===== config.mk =====
export PLATFORM = sky130hd
export DESIGN_NAME = vram_wr_sched
export DESIGN_NICKNAME = d
export VERILOG_FILES = /design/src/rtl/vram_wr_sched.sv
export SDC_FILE = /design/constraint.sdc
export NUM_CORES = 1
export LEC_CHECK = 0
export ABC_AREA = 1
export BUFFER_PORTS_ARGS = -buffer_cell sky130_fd_sc_hd__buf_4
export CORE_UTILIZATION = 45
export DETAILED_ROUTE_END_ITERATION = 12
export HOLD_SLACK_MARGIN = 0.03
export SLEW_MARGIN = 25
export SYNTH_ARGS = -nofsm -noshare
export SYNTH_HDL_FRONTEND = slang
export SYNTH_SLANG_ARGS = --single-unit

===== constraint.sdc =====
create_clock -name CK_i -period 3.2 [get_ports CK_i]
set_input_delay 0.16 -clock CK_i [delete_from_list [all_inputs] [get_ports CK_i]]
set_output_delay 0.16 -clock CK_i [all_outputs]
set_load 0.005 [all_outputs]

===== src/rtl/vram_wr_sched.sv =====
// VRAM write scheduler: arbitrates a small CPU write FIFO against a full-screen fill engine.
// Define VRAM_WR_VBLANK_ONLY_EN to restrict every VRAM write to blanking slots.
module vram_wr_sched #(
    parameter int C_AW        = 10,
    parameter int C_DW        = 8,
    parameter int C_FIFO_LOG2 = 2,
    parameter int C_FAIR_N    = 4
) (
    input  logic            CK_i,
    input  logic            SR_i,
    input  logic            CK_EE_i,
    input  logic            XVD_i,
    input  logic            BLANK_i,
    input  logic [C_DW-1:0] CPU_WDs_i,
    input  logic [C_AW-1:0] CPU_WAs_i,
    input  logic            CPU_WE_i,
    output logic            CPU_FULL_o,
    output logic            CPU_OVF_o,
    input  logic            FILL_START_i,
    input  logic            FILL_MODE_i,
    input  logic [C_DW-1:0] FILL_DATAs_i,
    output logic            FILL_BUSY_o,
    output logic            FILL_DONE_o,
    output logic [C_DW-1:0] VRAM_WDs_o,
    output logic [C_AW-1:0] VRAM_WAs_o,
    output logic            VRAM_WE_o
);
    // state   | meaning
    // IDLE    | no fill pending, waits for FILL_START_i
    // WAIT_VD | fill armed, waits for a CK_EE_i slot with XVD_i=0
    // RUN     | fill competes for write slots, address advancing
    // DONE    | last fill write issued, one cycle before IDLE
    typedef enum logic [1:0] {S_IDLE, S_WAIT_VD, S_RUN, S_DONE} state_t;

    localparam int DEPTH = 1 << C_FIFO_LOG2;
    localparam int FCW   = $clog2(C_FAIR_N + 1);

    state_t                 state_q, state_d;
    logic [C_AW-1:0]        fill_addr_q, fill_addr_d;
    logic                   fill_mode_q, fill_mode_d;
    logic [C_DW-1:0]        fill_seed_q, fill_seed_d;
    logic [FCW-1:0]         fair_q, fair_d;
    logic [C_AW+C_DW-1:0]   mem_q [DEPTH];
    logic [C_FIFO_LOG2-1:0] wr_ptr_q, rd_ptr_q;
    logic [C_FIFO_LOG2:0]   count_q, count_d;
    logic                   full_q, ovf_q;
    logic                   we_q, done_q;
    logic [C_AW-1:0]        wa_q;
    logic [C_DW-1:0]        wd_q;
    logic                   push, pop, cpu_req, fill_run, force_fill, slot;
    logic                   gnt_cpu, gnt_fill;
    logic [C_DW-1:0]        fill_data;

`ifdef VRAM_WR_VBLANK_ONLY_EN
    assign slot = CK_EE_i & BLANK_i;
`else
    logic unused_blank;
    assign unused_blank = BLANK_i;
    assign slot         = CK_EE_i;
`endif

    assign push       = CPU_WE_i & ~full_q;
    assign cpu_req    = (count_q != '0);
    assign fill_run   = (state_q == S_RUN);
    assign force_fill = fill_run & (fair_q == FCW'(C_FAIR_N));
    assign gnt_cpu    = slot & cpu_req & ~force_fill;
    assign gnt_fill   = slot & fill_run & (~cpu_req | force_fill);
    assign pop        = gnt_cpu;
    assign fill_data  = fill_mode_q ? fill_seed_q + C_DW'(fill_addr_q) : fill_seed_q;

    always_comb begin
        count_d = count_q;
        if (push && !pop) begin
            count_d = count_q + 1'b1;
        end else if (!push && pop) begin
            count_d = count_q - 1'b1;
        end
    end

    // The fairness run length only matters while the fill is actually competing.
    always_comb begin
        fair_d = fair_q;
        if (!fill_run || gnt_fill) begin
            fair_d = '0;
        end else if (gnt_cpu && !force_fill) begin
            fair_d = fair_q + 1'b1;
        end
    end

    always_comb begin
        state_d     = state_q;
        fill_addr_d = fill_addr_q;
        fill_mode_d = fill_mode_q;
        fill_seed_d = fill_seed_q;
        case (state_q)
            S_IDLE: begin
                if (FILL_START_i) begin
                    fill_mode_d = FILL_MODE_i;
                    fill_seed_d = FILL_DATAs_i;
                    fill_addr_d = '0;
                    state_d     = S_WAIT_VD;
                end
            end
            S_WAIT_VD: begin
                if (CK_EE_i && !XVD_i) begin
                    state_d = S_RUN;
                end
            end
            S_RUN: begin
                if (gnt_fill) begin
                    fill_addr_d = fill_addr_q + 1'b1;
                    if (fill_addr_q == '1) begin
                        state_d = S_DONE;
                    end
                end
            end
            S_DONE:  state_d = S_IDLE;
            default: state_d = S_IDLE;
        endcase
    end

    always_ff @(posedge CK_i) begin
        if (push) begin
            mem_q[wr_ptr_q] <= {CPU_WAs_i, CPU_WDs_i};
        end
    end

    always_ff @(posedge CK_i) begin
        if (SR_i) begin
            wr_ptr_q    <= '0;
            rd_ptr_q    <= '0;
            count_q     <= '0;
            full_q      <= 1'b0;
            ovf_q       <= 1'b0;
            state_q     <= S_IDLE;
            fill_addr_q <= '0;
            fill_mode_q <= 1'b0;
            fill_seed_q <= '0;
            fair_q      <= '0;
            we_q        <= 1'b0;
            wa_q        <= '0;
            wd_q        <= '0;
            done_q      <= 1'b0;
        end else begin
            if (push) begin
                wr_ptr_q <= wr_ptr_q + 1'b1;
            end
            if (pop) begin
                rd_ptr_q <= rd_ptr_q + 1'b1;
            end
            count_q     <= count_d;
            full_q      <= (count_d == (C_FIFO_LOG2 + 1)'(DEPTH));
            if (CPU_WE_i && full_q) begin
                ovf_q <= 1'b1;
            end
            state_q     <= state_d;
            fill_addr_q <= fill_addr_d;
            fill_mode_q <= fill_mode_d;
            fill_seed_q <= fill_seed_d;
            fair_q      <= fair_d;
            we_q        <= gnt_cpu | gnt_fill;
            if (gnt_cpu) begin
                {wa_q, wd_q} <= mem_q[rd_ptr_q];
            end else if (gnt_fill) begin
                wa_q <= fill_addr_q;
                wd_q <= fill_data;
            end
            done_q      <= (state_q == S_DONE);
        end
    end

    assign CPU_FULL_o  = full_q;
    assign CPU_OVF_o   = ovf_q;
    assign FILL_BUSY_o = (state_q != S_IDLE);
    assign FILL_DONE_o = done_q;
    assign VRAM_WE_o   = we_q;
    assign VRAM_WAs_o  = wa_q;
    assign VRAM_WDs_o  = wd_q;
endmodule


## After elaboration in Yosys (flattened, before gate mapping)

Memories as Yosys holds them, arrays and structs flattened. A register that Yosys moved wholly into a read port is not among the register bits.
Cells that the tools add are included.

| storage, ports and cells | value |
|---|---|
| RAM bits | 72 |
| bits of input ports | 34 |
| logic and storage cells | 82 |
| memories kept | 1 |
| register bits | 53 |

| operators by class | value |
|---|---|
| equality and inequality tests | 10 |
| add/subtract/negate cells | 7 |
| mux-type cells | 19 |
| bitwise operators | 11 |
| reductions and logical operators | 20 |

Memory list:

| name | words | width | read ports | clocked after Yosys merged registers in | write ports | RTL line | RTL |
|---|---|---|---|---|---|---|---|
| mem_q | 4 | 18 | 1 | 1 | 1 | 43 | `logic [C_AW+C_DW-1:0] mem_q [DEPTH];` |

Operator list:

| kind | number |
|---|---|
| two-way mux 10 bit | 4 |
| two-way mux 8 bit | 3 |
| case mux 10 bit (2 select lines) | 1 |
| two-way mux 2 bit | 6 |
| adder 10 x 1 -> 10 bit (second input constant) | 1 |
| == test 10 bit (second input constant) | 1 |
| adder 8 bit | 1 |
| case mux 2 bit (4 select lines) | 1 |
| adder 3 x 1 -> 3 bit (second input constant) | 2 |
| bitwise AND 1 bit | 6 |
| == test 3 bit (second input constant) | 2 |
| two-way mux 3 bit | 2 |
| nonzero test 2 bit | 3 |
| logical AND 1 bit | 5 |
| logical NOT 1 bit | 5 |
| adder 2 x 1 -> 2 bit (second input constant) | 2 |
| == test 2 bit (second input constant) | 2 |
| != test 2 x 1 -> 1 bit (second input constant) | 2 |
| != test 2 bit (second input constant) | 2 |
| AND reduction 4 bit | 1 |
| NOT 1 bit | 3 |
| AND reduction 3 bit | 1 |
| nonzero test 3 bit | 1 |
| subtractor 3 x 1 -> 3 bit (second input constant) | 1 |
| 7 further kinds | 9 |

## Logic depth before layout (Yosys ltp)

Gate-level depths: netlist (run 1).

| depth | value |
|---|---|
| depth after elaboration | 8 |
| depth in mapped cells | 14 |
| gate-level depth less buffers | 14 |

## Worst setup path before layout (run 1)

OpenSTA, ideal clock, no wires.

| timing | value |
|---|---|
| path kind | register to register |
| start | register full_q, in the netlist CPU_FULL_o |
| end | memory mem_q[0][0] in the netlist's numbering (enable) |
| cell stages (with the launch flop) | 4 |
| setup slack | 1264 ps |
| library setup time | 393 ps |
| clock period less this slack | 1936 ps |
| arrival | 1544 ps |
| path buffers | 0 |
| data required time | 2807 ps |
| cells stage by stage | dfxtp_1 -> nor2_1 -> inv_1 -> nor2_1 |

| on the way | value |
|---|---|
| cells in the longest elaborated chain, start to end | 4 |

RTL lines:

| item | RTL line | RTL |
|---|---|---|
| start: declaration | 46 | `logic full_q, ovf_q;` |
| start signal: assignment | 152 | `full_q <= (count_d == (C_FIFO_LOG2 + 1)'(DEPTH));` |
| NOT 1 bit | 62 | `assign push = CPU_WE_i & ~full_q;` |
| bitwise AND 1 bit | 62 |  |
| two-way mux 1 bit | 123 | `if (push) begin` |
| two-way mux 1 bit (implied by the code) | 124 | `mem_q[wr_ptr_q] <= {CPU_WAs_i, CPU_WDs_i};` |
| end: declaration | 43 |  |

Every way passes these cells.

## Worst setup path in the final report (run 1)

| timing | value |
|---|---|
| start | register state_q[0] |
| end | register wa_q[4], in the netlist VRAM_WAs_o[4] |

| on the way | value |
|---|---|
| cells in the longest elaborated chain, start to end | 5 |
| elaborated cells on any way between the ends | 9 |

RTL lines:

| item | RTL line | RTL |
|---|---|---|
| start: declaration | 38 | `state_t state_q, state_d;` |
| start signal: assignment | 156 | `state_q <= state_d;` |
| == test 2 bit (*) | 64 | `assign fill_run = (state_q == S_RUN);` |
| bitwise AND 1 bit | 65 | `assign force_fill = fill_run & (fair_q == FCW'(C_FAIR_N));` |
| bitwise OR 1 bit / NOT 1 bit (equally long branches) | 67, 66 |  |
| bitwise AND 1 bit, on equally long branches | 67, 66 |  |
| nonzero test 2 bit (no source line) / two-way mux 10 bit (equally long branches) | - |  |
| end signal: assignment | 163 | `{wa_q, wd_q} <= mem_q[rd_ptr_q];` |
| end signal: assignment | 165 | `wa_q <= fill_addr_q;` |
| end: declaration | 48 | `logic [C_AW-1:0] wa_q;` |

Mark *: on every way between the ends. The rest lies on a longest branch, timed or not.
A chain may end at the register's enable or synchronous reset.

==> summary.json, run 1 <==
{
  "outcome": "finished clean",
  "ys_warn_count": 0,
  "yosys_register_bits": 127,
  "worstPathRequired_ns": 3.51,
  "setup_viol_count_final": 0,
  "period_minus_slack_ns": 2.04,
  "hold_buffers": 25,
  "max-slew-margin-rel_pct": 35.6,
  "wl_per_cell_um": 14.9,
  "ys_async_sr_fraction_pct": 0,
  "cts.repair_timing.setup_buffer_count": 0,
  "ys_types": 39,
  "floorplan.die_area_um2": 13400,
  "global_route_wire_length_before_repair_mm": 21.5,
  "postSynthNetCount": 675,
  "placedInstanceArea_um2": 6350,
  "finalHoldViolCount": 0,
  "clockBufferDepth": 2,
  "drive_above_1_share_pct": 16.3,
  "drt-total-wl_mm": 13.2,
  "gr-usage-all-layers_pct": 21.8,
  "synth_top_cells_by_count": "116 x nand2_1, 72 x edfxtp_1, 70 x nor2_1",
  "drt_iter0_drc": 284,
  "worstHoldPathType": "in2reg",
  "grt_setup_unrepaired": "false",
  "power-per-cell-area_nw_per_um2": 796,
  "h-tree-depth": 4,
  "timing.critical_path.arrival_ns": 2.35,
  "period_share_pct": 63.8,
  "worst_setup_hold_path_clk_slew_ns": 0.06,
  "areaGrowthSynthToFinish_pct": 24.0,
  "largest_net_degree_at_the_start_of_global_routing": 38,
  "clock_tree_from_tritoncts": "built",
  "synth_area_um2": 5810,
  "timing.setup.tns_ns": 0,
  "vias_in_the_first_global_route": 4400,
  "power.total_mw": 5.73,
  "port_buffers": 55,
  "floorplan.die.width_um": 116,
  "clk_root_buf": "clkbuf_16",
  "crit_path_start_kind": "flip-flop",
  "cp-end-kind": "flip-flop",
  "std_cell_rows": 41,
  "io-pin-count": 57,
  "setup.reg_to_reg.worst_slack_ns": 1.16,
  "criticalPathCategory": "reg2reg",
  "postLayoutCellArea_um2": 7200,
  "vdd_drop_max_v": 0.000585,
  "cts-buffers-inserted": 17,
  "residual_overflow_from_global_routing": 0,
  "rr_startpoint": "state_q[0]",
  "num-fill-cells": 1128,
  "critPathMaxFanout": 27,
  "antenna_cells": 0,
  "drt_drc_violations_left": 0,
  "tritoncts_num_sinks": 127,
  "finish.cell_count_without_fillers": 885,
  "route.detailed.vias_per_inst": 5.05,
  "ant_nets": 0,
  "post_synth_inst_count": 618,
  "synthMostInstantiatedCell": "nand2_1",
  "antenna_found_initial": 0,
  "synth.area.top_cells": "edfxtp_1 37%, dfxtp_1 19%, nand2_1 7.5%",
  "crit-reg2reg-capture": "VRAM_WAs_o[4]",
  "detailed_place_hpwl_mm": 8.33,
  "worst_r2r_path_depth": 8,
  "synth_enable_flop_cells": 72,
  "num-nets-final": 757,
  "insertion_delay_ns": 0.42,
  "clock_skew_ns": 0.00587,
  "worst_setup_path_endpoint": "VRAM_WAs_o[4]",
  "dominantRegCellSynth": "edfxtp_1",
  "seq_area_frac_synth_pct": 56.2,
  "syn_area_per_cell_um2": 9.39,
  "post-synth-top-area-fraction_pct": 37.2,
  "startpoint": "state_q[0]",
  "initial_core_util_pct": 46.0,
  "fp.dieH_um": 116,
  "firstDrtPassIters": 5,
  "placed_cell_count": 828,
  "worstMarginPinSlew_ns": 0.965,
  "maxSlewViolCount": 0,
  "total_leakage_power_nw": 2.95,
  "cap_violations": 0,
  "routed-via-count": 4469,
  "placeableCoreArea_um2": 12600,
  "finish.utilization_pct": 57.0,
  "max_freq_mhz": 490,
  "cts_resized": 0,
  "yosys.area.top_type": "edfxtp_1",
  "gp_congestion": 0.890
}
worst max-delay path, stage by stage, from the launching register on:
cell      delay, ns
dfxtp_1        0.33
inv_1          0.12
ha_1           0.37
inv_2          0.18
a21oi_2        0.27
buf_4          0.33
nand3_1        0.17
o211ai_1       0.11
inv_1          0.05
power by group:
part	internal [mW]	switching (mW)
Combinational	0.608	1.09
Sequential	1.97	0.126
Clock	1.22	0.712
Total	3.80	1.93
worst min path at each step:
stage                         start              to  cells past startpoint
global placement       CPU_WAs_i[4]    mem_q[2][12]                      1
detailed placement     CPU_WAs_i[3]    mem_q[2][11]                      1
CTS                 FILL_DATAs_i[1]  fill_seed_q[1]                      3
floorplan              CPU_WDs_i[0]     mem_q[0][0]                      0
finish              FILL_DATAs_i[4]  fill_seed_q[4]                      3
global route        FILL_DATAs_i[1]  fill_seed_q[1]                      3
cell families (layout without fill, tap and decap cells):
| logic type | after synthesis | in the layout | synth area share [%] |
|---|---|---|---|
| compound gates | 119 | 119 | 11.8 |
| xor+xnor | 12 | 12 | 1.94 |
| fa+ha+maj | 23 | 23 | 5.09 |
| simple gates | 242 | 242 | 17.9 |
| flops | 127 | 127 | 56.2 |
| buf+inv | 95 | 190 | 7.11 |
cell usage in the layout (no fill, tap or decap), types with 4 or more instances in the layout:
cell type	n
edfxtp_1	72
nor2_1	70
o21ai_1	8
nand3_1	36
xor2_1	7
xnor2_1	4
dfxtp_1	55
clkinv_4	4
ha_1	22
a21oi_1	32
o21ai_0	43
nand4_1	4
a21oi_2	6
dlygate4sd3_1	25
clkbuf_16	17
inv_1	65
buf_4	63
nand2_1	116
o22ai_1	13
o211ai_1	14
sequential cells by signal (all words and copies together), names as in the netlist, 3 cells and up, named ones only:
signal and cells:
VRAM_WDs_o 8, mem_q 72, count_q 3, fill_addr_q 10, VRAM_WAs_o 10, fair_q 3
fill_seed_q 8
layer usage:
layer / track usage, % / routed length, um / up-vias
li1: - / - / 2240
met4: 9.00 / 248 / 0
met2: 36.4 / 6380 / 127
met3: 5.81 / 747 / 24
met5: 0 / 0 / -
met1: 26.7 / 5810 / 2078
layout make-up:
cell class	instances	area, um^2	share of cell area [%]
flip-flops and latches	127	3260	45.3
inverters	70	270	3.75
repair buffers	88	723	10.0
well taps	172	215	2.99
clock buffers	19	433	6.01
clock inverters	13	165	2.29
multi-input cells	396	2130	29.6
stage by stage:
step | hold slack [ns] | worst slack, ns
floorplan | 0.259 | 1.26
global placement | 0.359 | 1.20
detailed placement | 0.364 | 1.19
CTS | 0.0319 | 1.14
global route | 0.0473 | 0.964
finish | 0.0408 | 1.16
No activity file was read; power rests on OpenSTA's default activity.
==> run 2, diff against run 1 <==
==> constraint.sdc (replaced) <==
create_clock -name CK_i -period 2 [get_ports CK_i]
set_input_delay 0.1 -clock CK_i [delete_from_list [all_inputs] [get_ports CK_i]]
set_output_delay 0.1 -clock CK_i [all_outputs]
set_load 0.005 [all_outputs]
==> run 2 against run 1 <==
  * Setup slack got worse by 1.0 ns
  * Worst hold slack gained 0.0021 ns
  * Fmax rose by 10%
  * Clock-buffer cell count is 1 lower
  * Cell area up 2.9%
  * Combinational power up 71%
  * Final cell count up 1.9%
  * Critical path type unchanged
==> summary.json, run 2 (same netlist as run 1, synthesis figures left out) <==
{
  "internal_power": {"value": 6.33, "unit": "mW", "change": "+66%"},
  "placed_cell_count": {"value": 841, "change": "+1.6%"},
  "cpMaxStageDelayCell": "dfxtp_1",
  "criticalPathCategory": "reg2reg",
  "pwr-share-clk": {"value": 33.4, "unit": "%", "change": "-0.4 points"},
  "worstMarginPinSlew": {"value": 0.604, "unit": "ns", "change": "-0.361 ns"},
  "route.detailed.vias_per_inst": {"value": 5.00, "change": "-0.98%"},
  "max-slew-margin-rel": {"value": 59.7, "unit": "%", "change": "+24 points"},
  "vdd_drop_max": {"value": 0.000942, "unit": "V", "change": "+61%"},
  "worstHoldPathType": "in2reg",
  "num-fill-cells": {"value": 1149, "change": "+1.9%"},
  "p_sw_share": {"value": 32.7, "unit": "%", "change": "-1.0 points"},
  "cp-end-kind": "flip-flop",
  "crit_path_start_kind": "flip-flop",
  "max_freq": {"value": 540, "unit": "MHz", "change": "+10%"},
  "drt_iter0_drc": {"value": 238, "change": "-16%"},
  "worstPathRequired": {"value": 2.31, "unit": "ns", "change": "-1.20 ns"},
  "power_switching": {"value": 3.07, "unit": "mW", "change": "+59%"},
  "floorplan.die_area": {"value": 13400, "unit": "um^2", "change": "unchanged"},
  "antenna_found_initial": {"value": 0, "change": "unchanged"},
  "fp.dieH": {"value": 116, "unit": "um", "change": "unchanged"},
  "drt_drc_violations_left": {"value": 0, "change": "unchanged"},
  "io-pin-count": {"value": 57, "change": "unchanged"},
  "gp_congestion": {"value": 0.882, "change": "-0.85%"},
  "critPathMaxFanout": {"value": 10, "change": "-63%"},
  "grt_setup_unrepaired": "false",
  "vias_in_the_first_global_route": {"value": 4355, "change": "-1.0%"},
  "worst_r2r_path_depth": {"value": 12, "change": "+4"},
  "antenna_cells": {"value": 0, "change": "unchanged"},
  "largest_net_degree_at_the_start_of_global_routing": {"value": 37, "change": "-2.6%"},
  "number_of_flip_flops_in_the_largest_register": {"value": 72, "change": "unchanged"},
  "most_numerous_cell_on_the_critical_path": "inv_1",
  "pre_cts_slack": {"value": 0.101, "unit": "ns", "change": "-1.09 ns"},
  "timing.setup.tns": {"value": 0, "unit": "ns", "change": "unchanged"},
  "hold_start": "FILL_DATAs_i[1]",
  "std_cell_rows": {"value": 41, "change": "unchanged"},
  "layout_common_cells": "116 x nand2_1, 72 x edfxtp_1, 70 x nor2_1, 70 x buf_4, 65 x inv_1",
  "most_common_cell_after_layout_fill_and_taps_aside": "nand2_1",
  "cap_violations": {"value": 0, "change": "unchanged"},
  "h-tree-depth": {"value": 4, "change": "unchanged"},
  "timing.critical_path.arrival": {"value": 2.16, "unit": "ns", "change": "-0.19 ns"},
  "clk_root_buf": "clkbuf_16",
  "finalHoldViolCount": {"value": 0, "change": "unchanged"},
  "firstDrtPassIters": {"value": 5, "change": "unchanged"},
  "initial_core_util": {"value": 46.0, "unit": "%", "change": "unchanged"},
  "period_minus_slack": {"value": 1.85, "unit": "ns", "change": "-0.190 ns"},
  "global_route_wire_length_before_repair": {"value": 21.3, "unit": "mm", "change": "-0.96%"},
  "family_with_the_most_delay_on_the_worst_path": "buffers and inverters",
  "min_delay_worst_endpoint": "fill_seed_q[1]",
  "critical-path-max-stage-delay": {"value": 0.34, "unit": "ns", "change": "-0.03 ns"},
  "crit-reg2reg-capture": "VRAM_WAs_o[3]",
  "critical_path.n_buffers_inverters": {"value": 5, "change": "+1"},
  "detailed_place_hpwl": {"value": 8.71, "unit": "mm", "change": "+4.5%"},
  "num-nets-final": {"value": 774, "change": "+2.2%"},
  "floorplan.die.width": {"value": 116, "unit": "um", "change": "unchanged"},
  "areaGrowthSynthToFinish_pct": 27.6,
  "gr-usage-all-layers": {"value": 21.4, "unit": "%", "change": "-0.36 points"},
  "total_leakage_power": {"value": 3.06, "unit": "nW", "change": "+4.0%"},
  "period_share": {"value": 92.6, "unit": "%", "change": "+29 points"},
  "clock_skew": {"value": 0.00725, "unit": "ns", "change": "+0.00138 ns"},
  "clock_tree_from_tritoncts": "built",
  "largest_register": "mem_q",
  "placedInstanceArea": {"value": 6500, "unit": "um^2", "change": "+2.3%"},
  "comb_power_share": {"value": 30.9, "unit": "%", "change": "+1.2 points"},
  "cts.repair_timing.setup_buffer_count": {"value": 0, "change": "unchanged"},
  "insertion_delay": {"value": 0.41, "unit": "ns", "change": "about the same"},
  "port_buffers": {"value": 55, "change": "unchanged"},
  "drive_above_1_share": {"value": 17.5, "unit": "%", "change": "+1.3 points"},
  "outcome": "finished clean",
  "routed-via-count": {"value": 4510, "change": "+0.92%"},
  "power-per-cell-area": {"value": 1270, "unit": "nW/um^2", "change": "+59%"},
  "rr_startpoint": "count_q[0]",
  "postLayoutCellArea": {"value": 7410, "unit": "um^2", "change": "+2.9%"},
  "maxSlewViolCount": {"value": 0, "change": "unchanged"},
  "placeableCoreArea": {"value": 12600, "unit": "um^2", "change": "unchanged"},
  "setup.reg_to_reg.worst_slack": {"value": 0.15, "unit": "ns", "change": "-1.01 ns"},
  "layout_setup_ws": {"value": 0.149, "unit": "ns", "change": "-1.01 ns"},
  "ant_nets": {"value": 0, "change": "unchanged"},
  "power.share.sequential": {"value": 35.7, "unit": "%", "change": "-0.8 points"},
  "residual_overflow_from_global_routing": {"value": 0, "change": "unchanged"},
  "holdWs": {"value": 0.0429, "unit": "ns", "change": "+0.00207 ns"},
  "cp_cell_sequence": "inv_1 > ha_1 > ha_1 > inv_1 > nand2_2 > inv_4 > nand2_8 > buf_6 > nand2_1 > nand3_1 > o211ai_1 > inv_1",
  "clockBufferDepth": {"value": 2, "change": "unchanged"},
  "hold-path-cell-count": {"value": 3, "change": "unchanged"},
  "drt-total-wl": {"value": 13.1, "unit": "mm", "change": "-0.98%"},
  "tritoncts_num_sinks": {"value": 127, "change": "unchanged"},
  "wl_per_cell": {"value": 14.5, "unit": "um", "change": "-2.8%"},
  "finish.cell_count_without_fillers": {"value": 902, "change": "+1.9%"},
  "setup_viol_count_final": {"value": 0, "change": "unchanged"},
  "startpoint": "count_q[0]",
  "cts-buffers-inserted": {"value": 17, "change": "unchanged"},
  "worst_setup_hold_path_clk_slew": {"value": 0.06, "unit": "ns", "change": "about the same"}
}
==> run 2: final cells by class <==
cell class | count | area (um^2) | area share, %
Sequential cell | 127 | 3260 | 44.0
Multi-Input combinational cell | 396 | 2130 | 28.7
Timing Repair Buffer | 105 | 918 | 12.4
Clock buffer | 18 | 429 | 5.79
Inverter | 70 | 282 | 3.80
Tap cell | 172 | 215 | 2.90
Clock inverter | 14 | 173 | 2.33
==> run 2: per-stage QoR <==
stage                     utilization (%)  power, mW
after floorplan                         -       5.29
after global placement               51.5       6.16
after detailed placement             51.5       6.23
after CTS                            58.6       9.44
after global routing                 58.7       9.94
final                                58.7       9.40
==> run 2: per-layer routing <==
| layer | track usage (%) | part of all wire, % |
|---|---|---|
| met5 | 0 | 0 |
| met1 | 26.8 | 44 |
| met4 | 8.31 | 1.5 |
| met2 | 36.9 | 49 |
| met3 | 3.77 | 4.9 |
==> run 2: worst register-to-register path, stage by stage (launching register included) <==
cell and delay, ns:
dfxtp_1 0.34, inv_1 0.08, ha_1 0.20, ha_1 0.20, inv_1 0.07, nand2_2 0.08, inv_4 0.10, nand2_8 0.11
buf_6 0.17, nand2_1 0.08, nand3_1 0.12, o211ai_1 0.12, inv_1 0.07
==> run 2: power by group through the flow <==
stage | clock network (mW) | registers, mW | logic (mW)
finish | 3.14 | 3.36 | 2.90
global route | 3.31 | 3.40 | 3.24
CTS | 3.19 | 3.36 | 2.88
detailed placement | 0 | 3.41 | 2.82
global placement | 0 | 3.40 | 2.76
floorplan | 0 | 3.37 | 1.92
==> run 2: what timing repair did <==
action	in CTS	in global routing
setup endpoints to repair	0	5
hold buffers	29	0
hold endpoints to repair	96	0
resized for setup	0	6
==> run 2: worst max-delay path by stage <==
stage,end,slack (ns),cells past startpoint
CTS,CPU_FULL_o,0.09,13
global placement,CPU_FULL_o,0.15,13
finish,VRAM_WAs_o[3],0.15,12
detailed placement,CPU_FULL_o,0.10,13
floorplan,mem_q[0][0],0.06,3
global route,VRAM_WAs_o[3],0.02,12
==> run 3, diff against run 2 <==
--- a/config.mk
+++ b/config.mk
@@ -6,8 +6,8 @@
 export NUM_CORES = 1
 export LEC_CHECK = 0
 export ABC_AREA = 1
-export BUFFER_PORTS_ARGS = -buffer_cell sky130_fd_sc_hd__buf_4
-export CORE_UTILIZATION = 45
+export BUFFER_PORTS_ARGS = -buffer_cell sky130_fd_sc_hd__clkbuf_2
+export CORE_UTILIZATION = 40
 export DETAILED_ROUTE_END_ITERATION = 12
 export HOLD_SLACK_MARGIN = 0.03
 export SLEW_MARGIN = 25
==> run 3 against run 2 <==
  * Die area is 12% higher
  * Sequential share of layout area is 0.51 points higher
  * Utilization is 6.6 points lower
  * Combinational power is 2% lower
  * Critical path type unchanged
  * Global-route usage is 1.9 points lower
  * Setup slack better by 0.024 ns
  * Critical endpoint is now CPU_FULL_o
  * Largest cell class unchanged
  * Flip-flop and latch count stayed put
==> summary.json, run 3 (same netlist as run 1, synthesis figures left out) <==
{
  "outcome": "finished clean",
  "most_common_cell_after_layout_fill_and_taps_aside": "nand2_1",
  "timing.setup.tns": {"value": 0, "unit": "ns", "change": "unchanged"},
  "max-slew-margin-rel": {"value": 58.4, "unit": "%", "change": "-1.3 points"},
  "global_route_wire_length_before_repair": {"value": 21.7, "unit": "mm", "change": "+2.0%"},
  "io-pin-count": {"value": 57, "change": "unchanged"},
  "cts-buffers-inserted": {"value": 17, "change": "unchanged"},
  "total_leakage_power": {"value": 3.04, "unit": "nW", "change": "-0.89%"},
  "clockBufferDepth": {"value": 2, "change": "unchanged"},
  "areaGrowthSynthToFinish_pct": 26.2,
  "max_freq": {"value": 547, "unit": "MHz", "change": "+1.3%"},
  "ant_nets": {"value": 0, "change": "unchanged"},
  "tritoncts_num_sinks": {"value": 127, "change": "unchanged"},
  "cp-end-kind": "flip-flop",
  "power-per-cell-area": {"value": 1310, "unit": "nW/um^2", "change": "+2.9%"},
  "cts.repair_timing.setup_buffer_count": {"value": 0, "change": "unchanged"},
  "setup_viol_count_final": {"value": 0, "change": "unchanged"},
  "fp.dieH": {"value": 122, "unit": "um", "change": "+6.0%"},
  "critPathMaxFanout": {"value": 20, "change": "+10"},
  "worstMarginPinSlew": {"value": 0.624, "unit": "ns", "change": "+0.0198 ns"},
  "clk_root_buf": "clkbuf_16",
  "floorplan.die_area": {"value": 15000, "unit": "um^2", "change": "+12%"},
  "gp_congestion": {"value": 0.879, "change": "-0.44%"},
  "initial_core_util": {"value": 41.3, "unit": "%", "change": "-4.7 points"},
  "gr-usage-all-layers": {"value": 19.5, "unit": "%", "change": "-1.9 points"},
  "worstPathRequired": {"value": 2.31, "unit": "ns", "change": "about the same"},
  "clock_skew": {"value": 0.0154, "unit": "ns", "change": "+0.00819 ns"},
  "timing.critical_path.arrival": {"value": 2.14, "unit": "ns", "change": "-0.02 ns"},
  "maxSlewViolCount": {"value": 0, "change": "unchanged"},
  "route.detailed.vias_per_inst": {"value": 4.94, "change": "-1.1%"},
  "placeableCoreArea": {"value": 14000, "unit": "um^2", "change": "+11%"},
  "critical-path-max-stage-delay": {"value": 0.36, "unit": "ns", "change": "+0.02 ns"},
  "routed-via-count": {"value": 4489, "change": "-0.47%"},
  "h-tree-depth": {"value": 4, "change": "unchanged"},
  "vdd_drop_max": {"value": 0.000814, "unit": "V", "change": "-14%"},
  "most_numerous_cell_on_the_critical_path": "nand2_2",
  "worstHoldPathType": "in2reg",
  "largest_net_degree_at_the_start_of_global_routing": {"value": 30, "change": "-19%"},
  "detailed_place_hpwl": {"value": 8.88, "unit": "mm", "change": "+2.0%"},
  "drt_iter0_drc": {"value": 246, "change": "+3.4%"},
  "num-nets-final": {"value": 773, "change": "-0.13%"},
  "firstDrtPassIters": {"value": 4, "change": "-1"},
  "antenna_found_initial": {"value": 0, "change": "unchanged"},
  "worst_setup_hold_path_clk_slew": {"value": 0.06, "unit": "ns", "change": "about the same"},
  "drive_above_1_share": {"value": 18.1, "unit": "%", "change": "+0.60 points"},
  "cpMaxStageDelayCell": "dfxtp_1",
  "period_share": {"value": 91.3, "unit": "%", "change": "-1.2 points"},
  "antenna_cells": {"value": 0, "change": "unchanged"},
  "period_minus_slack": {"value": 1.83, "unit": "ns", "change": "-0.0242 ns"},
  "cp_cell_sequence": "inv_1 > ha_1 > ha_1 > inv_1 > nand2_2 > inv_4 > nand2_8 > clkinv_8 > nand2_2 > nand2_2 > nor2_1 > o21ai_1 > nor2_1",
  "grt_setup_unrepaired": "false",
  "residual_overflow_from_global_routing": {"value": 0, "change": "unchanged"},
  "drt-total-wl": {"value": 13.3, "unit": "mm", "change": "+1.5%"},
  "cap_violations": {"value": 0, "change": "unchanged"},
  "vias_in_the_first_global_route": {"value": 4432, "change": "+1.8%"},
  "placedInstanceArea": {"value": 6390, "unit": "um^2", "change": "-1.7%"},
  "crit_path_start_kind": "flip-flop",
  "floorplan.die.width": {"value": 122, "unit": "um", "change": "+6.0%"},
  "clock_tree_from_tritoncts": "built",
  "number_of_flip_flops_in_the_largest_register": {"value": 72, "change": "unchanged"},
  "postLayoutCellArea": {"value": 7320, "unit": "um^2", "change": "-1.1%"},
  "wl_per_cell": {"value": 14.6, "unit": "um", "change": "+0.79%"},
  "drt_drc_violations_left": {"value": 0, "change": "unchanged"},
  "largest_register": "mem_q",
  "criticalPathCategory": "reg2reg",
  "finalHoldViolCount": {"value": 0, "change": "unchanged"},
  "insertion_delay": {"value": 0.43, "unit": "ns", "change": "+0.02 ns"},
  "layout_common_cells": "116 x nand2_1, 72 x edfxtp_1, 70 x nor2_1",
  "std_cell_rows": {"value": 43, "change": "+4.9%"},
  "port_buffers": {"value": 55, "change": "unchanged"}
}
==> run 3: worst paths after layout <==
kind | start | end | slack, ns | depth (start not counted)
worst max register to register | count_q[1] | CPU_FULL_o | 0.17 | 13
worst min-delay path | FILL_DATAs_i[1] | fill_seed_q[1] | 0.06 | 3
worst min register to register | VRAM_WDs_o[5] | VRAM_WDs_o[5] | 0.47 | 2
worst max-delay path | count_q[1] | CPU_FULL_o | 0.17 | 13
==> run 3: cell type report <==
| class | instances | area, um^2 |
|---|---|---|
| multi-input cells | 396 | 2140 |
| clock buffers | 17 | 425 |
| flip-flops and latches | 127 | 3260 |
| well taps | 180 | 225 |
| fillers | 1263 | 6720 |
| inverters | 70 | 278 |
| clock inverters | 14 | 214 |
| repair buffers | 104 | 777 |
==> run 3: timing repair <==
item | in CTS | in global routing
gates resized for setup | 0 | 6
endpoints found under the hold margin | 81 | 0
hold buffers | 27 | 0
endpoints found under the setup margin | 0 | 19
==> run 3: through the flow <==
stage	utilization (%)	hold slack, ns	total power, mW	setup slack (ns)	instances
floorplan	-	0.199	5.29	0.0636	618
global placement	45.5	0.313	6.13	0.124	850
detailed placement	45.5	0.320	6.21	0.0878	850
CTS	52.0	0.0364	9.61	0.0772	908
global route	52.2	0.0558	10.1	0.0282	908
finish	52.2	0.0626	9.56	0.173	908
==> run 3: where the power goes <==
part	internal, mW	switching (mW)
clock network	2.20	1.15
logic	1.05	1.80
registers	3.15	0.208
total	6.41	3.15
==> run 3: metal layers <==
layer	track usage, %	wire [um]	vias up
met5	0	0	-
met2	32.7	6480	87
met4	7.01	78	0
li1	-	-	2280
met1	24.1	6160	2115
met3	4.93	538	7
==> run 3: critical path: cells and delay by family (launching register included) <==
family                     cells  cell delay (ns)
and+or+nand+nor                6             0.45
adders and majority gates      2             0.40
DFF                            1             0.36
buffers and inverters          4             0.36
AOI/OAI and AO/OA              1             0.14
